File: src/rtl/counter_share_ctrl.sv
// Time-shares one WIDTH-bit up-counter between two requesters using round-robin arbitration.
// The granted requester's terminal count is latched; the counter runs 0..tc and then pulses done.
module counter_share_ctrl #(
  parameter int unsigned WIDTH = 4
) (
  input  logic             clk,
  input  logic             reset,
  input  logic             req0,
  input  logic             req1,
  input  logic [WIDTH-1:0] tc0,
  input  logic [WIDTH-1:0] tc1,
  input  logic             hold,
  output logic             gnt0,
  output logic             gnt1,
  output logic             done0,
  output logic             done1,
  output logic [WIDTH-1:0] q,
  output logic             busy
);

  typedef enum logic [1:0] {StIdle, StLoad, StRun, StDone} state_e;

  state_e           state_q, state_d;
  logic [WIDTH-1:0] q_q, q_d;
  logic [WIDTH-1:0] tc_q, tc_d;
  logic             last_q, last_d;
  // Index of the requester that currently owns the counter.
  logic             sel_q, sel_d;
  logic [WIDTH-1:0] q_inc;

  assign q_inc = q_q + WIDTH'(1);

  always_ff @(posedge clk or negedge reset) begin
    if (!reset) begin
      state_q <= StIdle;
      q_q     <= '0;
      tc_q    <= '0;
      last_q  <= 1'b1;
      sel_q   <= 1'b0;
    end else begin
      state_q <= state_d;
      q_q     <= q_d;
      tc_q    <= tc_d;
      last_q  <= last_d;
      sel_q   <= sel_d;
    end
  end

  always_comb begin
    state_d = state_q;
    q_d     = q_q;
    tc_d    = tc_q;
    last_d  = last_q;
    sel_d   = sel_q;
    unique case (state_q)
      StIdle: begin
        if (req0 || req1) begin
          // On a tie, serve whichever requester was not served last.
          sel_d   = (req0 && req1) ? ~last_q : req1;
          tc_d    = sel_d ? tc1 : tc0;
          state_d = StLoad;
        end
      end
      StLoad: begin
        q_d     = '0;
        state_d = (tc_q == '0) ? StDone : StRun;
      end
      StRun: begin
        if (!hold) begin
          q_d = q_inc;
          if (q_inc == tc_q) state_d = StDone;
        end
      end
      StDone: begin
        last_d  = sel_q;
        state_d = StIdle;
      end
      default: state_d = StIdle;
    endcase
  end

  assign busy  = (state_q != StIdle);
  assign gnt0  = busy && !sel_q;
  assign gnt1  = busy && sel_q;
  assign done0 = (state_q == StDone) && !sel_q;
  assign done1 = (state_q == StDone) && sel_q;
  assign q     = q_q;

endmodule

File: config.mk
export PLATFORM = sky130hd
export DESIGN_NAME = counter_share_ctrl
export DESIGN_NICKNAME = d
export VERILOG_FILES = /design/src/rtl/counter_share_ctrl.sv
export SDC_FILE = /design/constraint.sdc
export NUM_CORES = 1
export LEC_CHECK = 0
export BUFFER_PORTS_ARGS = -buffer_cell sky130_fd_sc_hd__buf_2
export CELL_PAD_IN_SITES_DETAIL_PLACEMENT = 2
export CELL_PAD_IN_SITES_GLOBAL_PLACEMENT = 2
export CORE_MARGIN = 2
export CORE_UTILIZATION = 32
export CTS_CLUSTER_SIZE = 25
export DETAILED_ROUTE_END_ITERATION = 8
export GPL_ROUTABILITY_DRIVEN = 0
export PLACE_DENSITY = 0.9
export SKIP_LAST_GASP = 1
export SYNTH_ARGS = -nofsm -noshare
export SYNTH_HDL_FRONTEND = slang
export SYNTH_SLANG_ARGS = --single-unit
export TNS_END_PERCENT = 30
File: constraint.sdc
create_clock -name clk -period 3.4 [get_ports clk]
set_input_delay 0.85 -clock clk [delete_from_list [all_inputs] [get_ports clk]]
set_output_delay 0.85 -clock clk [all_outputs]
set_load 0.02 [all_outputs]
# Word-level counts from Yosys, hierarchy flattened
# Index checks and enable logic that the tools add are counted.
dict set report word_totals {
  inputBits 13
  wordCells 37
  output_inout_bits 9
  regBits 12
}
dict set report op_classes {
  n_mux 9
  addsub 1
  bitwise 1
  eq_ne 7
  reduce_logical 14
}
# op n
set op_table {}
lappend op_table {{4-bit two-way mux} 2}
lappend op_table {{2-bit case mux with 4 select lines} 1}
lappend op_table {{4-bit case mux with 2 select lines} 1}
lappend op_table {{2-bit two-way mux} 3}
lappend op_table {{2-bit inequality test (second input constant)} 3}
lappend op_table {{1-bit logical AND} 5}
lappend op_table {{4-bit by 1-bit adder with 4-bit output (second input constant)} 1}
lappend op_table {{2-bit == test (second input constant)} 2}
lappend op_table {{4-bit == test} 1}
lappend op_table {{4-bit logical NOT} 1}
lappend op_table {{2-bit AND reduction} 2}
lappend op_table {{2-bit nonzero test} 2}
lappend op_table {{3-bit AND reduction} 1}
lappend op_table {{2-bit by 1-bit == test with 1-bit output (second input constant)} 1}
lappend op_table {{2-bit logical NOT} 1}
lappend op_table {{1-bit two-way mux} 2}
lappend op_table {{1-bit logical NOT} 1}
lappend op_table {{1-bit logical OR} 1}
lappend op_table {{1-bit NOT} 1}

# Logic depth before layout (Yosys ltp)
dict set report logic_depth {
  depth_word 5
  ltp_mapped 6
  depth_no_buf 6
}

# Worst setup path after synthesis
# OpenSTA, ideal clock, no wires.
dict set report synth_timing {
  kind {reg2out}
  from {register state_q[0]}
  to {output port gnt1}
  slack_ns 1.526
  t_arrival_ns 1.024
  required_ns 2.550
  stages_incl_launch_ff 4
  path_buffers 0
  path_cell_list {dfrtp_1 -> inv_1 -> ha_1 -> nor2b_1}
}
dict set report synth_via {
  elab_chain_len 2
}
# item line_no
set synth_lines {}
lappend synth_lines {{start, declared} 23} ;# state_e state_q, state_d;
lappend synth_lines {{start signal, assigned} 35} ;# state_q <= StIdle;
lappend synth_lines {{start signal, assigned} 41} ;# state_q <= state_d;
lappend synth_lines {{2-bit nonzero test} 82} ;# assign busy = (state_q != StIdle);
lappend synth_lines {{1-bit logical AND} 84} ;# assign gnt1 = busy && sel_q;
lappend synth_lines {{end, declared} 14} ;# output logic gnt1,
# No other way between the ends.

# Final worst setup path
dict set report layout_timing {
  from {register state_q[0]}
  to {output port gnt0}
}
dict set report layout_via {
  elab_chain_len 2
}
# item line_no
set layout_lines {}
lappend layout_lines {{2-bit nonzero test} 82}
lappend layout_lines {{1-bit logical AND} 83} ;# assign gnt0 = busy && !sel_q;
lappend layout_lines {{end, declared} 13} ;# output logic gnt0,
# No other way between the ends.

==> reports/qor.yml <==
port_buffers: 21
tns_ns: 0
hold_class: "primary input to asynchronous set/reset pin"
setup_violations: 0
synth_top_area_share_pct: 37.2
status: "finished, final reports clean"
diodes: 0
wl_per_cell_um: 13.9
avgSynthCellArea_um2: 10.4
synthTopCellsByCount: "11 x dfrtp_1, 6 x nand2_1, 6 x o21ai_0"
synthesis.nets: 89
critical_path_arrival_ns: 1.38
rows: 17
leakagePower_nw: 0.445
dp_hpwl_um: 1410
p_total_uw: 808
h-tree-depth: 1
ir_worst_vdd_mv: 0.358
postCtsResizedCells: 0
slew_headroom_pct: 62.0
core_region_area_um2: 2190
insertion_delay_ns: 0.28
vias: 627
crit_buf_inv: 2
holdWs_ns: 0.436
end_kind: "primary output"
maxSlewViolCount: 0
cts_root_buf: "clkbuf_4"
clk_path_buf_depth: 2
rsz0062_at_grt: "false"
start_kind: "flip-flop"
grt_pass1_wl_um: 2990
start_util_pct: 33.8
slowest_stage: "dfrtp_1"
ant_nets: 0
powerDensity_nw_per_um2: 892
fin_nets: 115
drt_iter0_markers: 4
critPathRequiredTime_ns: 2.55
synth_area_um2: 739
grt_max_degree: 13
ys_seq_area_share_pct: 40.8
path_class: "flip-flop to primary output"
fp.dieArea_um2: 2710
drive_gt1_share_pct: 29.2
ys_seq_elements: 12
slowest_delay_ns: 0.40
design_area_um2: 906
antenna_found_initial: 0
synth-edff-count: 0
cts_setup_buffers: 0
vias_per_cell: 5.06
tightest_slew_ns: 0.568
area_growth_pct: 22.5
cp_top_family: "flip-flops"
die_x_um: 52.1
finalHoldViolations: 0
async_reset_ff_share_pct: 100
drt-total-wl_um: 1730
worstPathMaxFanout: 6
yosys_warnings: 0
synth_cell_types: 25
syn-instance-count: 71
clk_pin_slew_worst_paths_ns: 0.08
io_pins: 22
crit_chain: "inv_1, ha_1, nor2_1, buf_2"
cts_tree: "done"
min_period_over_period_pct: 65.5
hold_buffers: 0
fmax_mhz: 449
grtUsageTotal_pct: 15.5
dr.pass1.iters: 4
grt_pass1_vias: 663
ys.flop_type: "dfrtp_1"
synth_top_cell_by_area: "dfrtp_1"
period_needed_ns: 2.23
skew_ns: 0.00526
drc: 0
grt_overflow: 0
yosysMostFrequentCell: "dfrtp_1"
drv_cap: 0
synth_area_leaders: "dfrtp_1 37%, ha_1 8.5%, xnor2_1 5.9%"
cts_made_buffers: 3
chipHeight_um: 52.1
post_dp_cell_area_um2: 880
clock_sinks: 12
[sequential cells by signal, indices dropped and copies added (netlist names)]
signal	flops
state_q	2
sel_q	1
q	4
tc_q	4
last_q	1
[placed cells by master (no fill, tap or decap), types with 2 or more instances in the layout]
cell      instances
or3_1             2
clkbuf_4          3
dfrtp_1          11
mux2i_1           4
a22o_1            3
xnor2_1           5
buf_2            21
ha_1              5
inv_1             3
nor2_1            3
o21ai_0           6
nand2_1           6
nor2b_1           2
a21oi_1           3
nand3_1           2
mux2_2            2
xor2_1            3
nand2b_1          2
[logic make-up (layout without fill, tap and decap cells)]
logic type                 after synthesis  after routing  share of synthesized area, %
DFF                                     12             12                          40.8
buffers and inverters                    3             28                          1.52
and+or+nand+nor                         20             20                          14.2
xor gates and xnor gates                 8              8                          9.48
adders and majority gates                5              5                          8.46
AOI/OAI and AO/OA                       17             17                          17.1
muxes                                    6              6                          8.46
[where the power goes]
group | leakage, nW | switching, mW | internal, mW
logic | 0.279 | 0.253 | 0.191
clock network | 0.0150 | 0.0497 | 0.0455
registers | 0.151 | 0.0616 | 0.208
total | 0.445 | 0.364 | 0.444
[metrics by stage]
stage	util, %	worst slack, ns	std cells
after CTS	41.3	1.15	124
after floorplan	-	1.53	71
after global placement	40.1	1.51	120
after global routing	41.3	1.04	124
final	41.3	1.17	124
after detailed placement	40.1	1.45	120
[cell type report]
type	instances	area (um2)
Clock buffer	4	26.3
Fill cell	251	1280
Inverter	3	11.3
Multi-Input combinational cell	56	427
Sequential cell	12	302
Tap cell	28	35.0
Timing Repair Buffer	21	105
[path summary, 6_finish.rpt]
kind / slack, ns / cells after the start / endpoint / from
min in group clk: 0.55 / 2 / tc_q[1] / tc_q[1]
setup / recovery: 1.17 / 4 / gnt0 / state_q[0]
hold / removal: 0.44 / 1 / q[0] / reset
setup reg to reg: 1.48 / 6 / state_q[1] / q[0]
hold reg to reg: 0.55 / 2 / tc_q[1] / tc_q[1]
max in group asynchronous: 2.68 / 1 / last_q / reset
[per-layer routing]
metal,vias to the layer above,GRT usage (%),wire (um),part of all wire (%)
li1,300,-,-,-
met1,305,18.7,762,44
met2,18,25.1,837,48
met3,4,0.862,64,3.7
met4,0,13.2,63,3.6
met5,-,0,0,0
[worst register-to-register path, stage by stage, from the launching register on]
cell     delay, ns
dfrtp_1       0.45
ha_1          0.35
xnor2_1       0.16
nand2_1       0.10
o41ai_4       0.42
a21oi_1       0.13
a31o_1        0.19
Note: power is estimated with default switching activity, not from simulation.
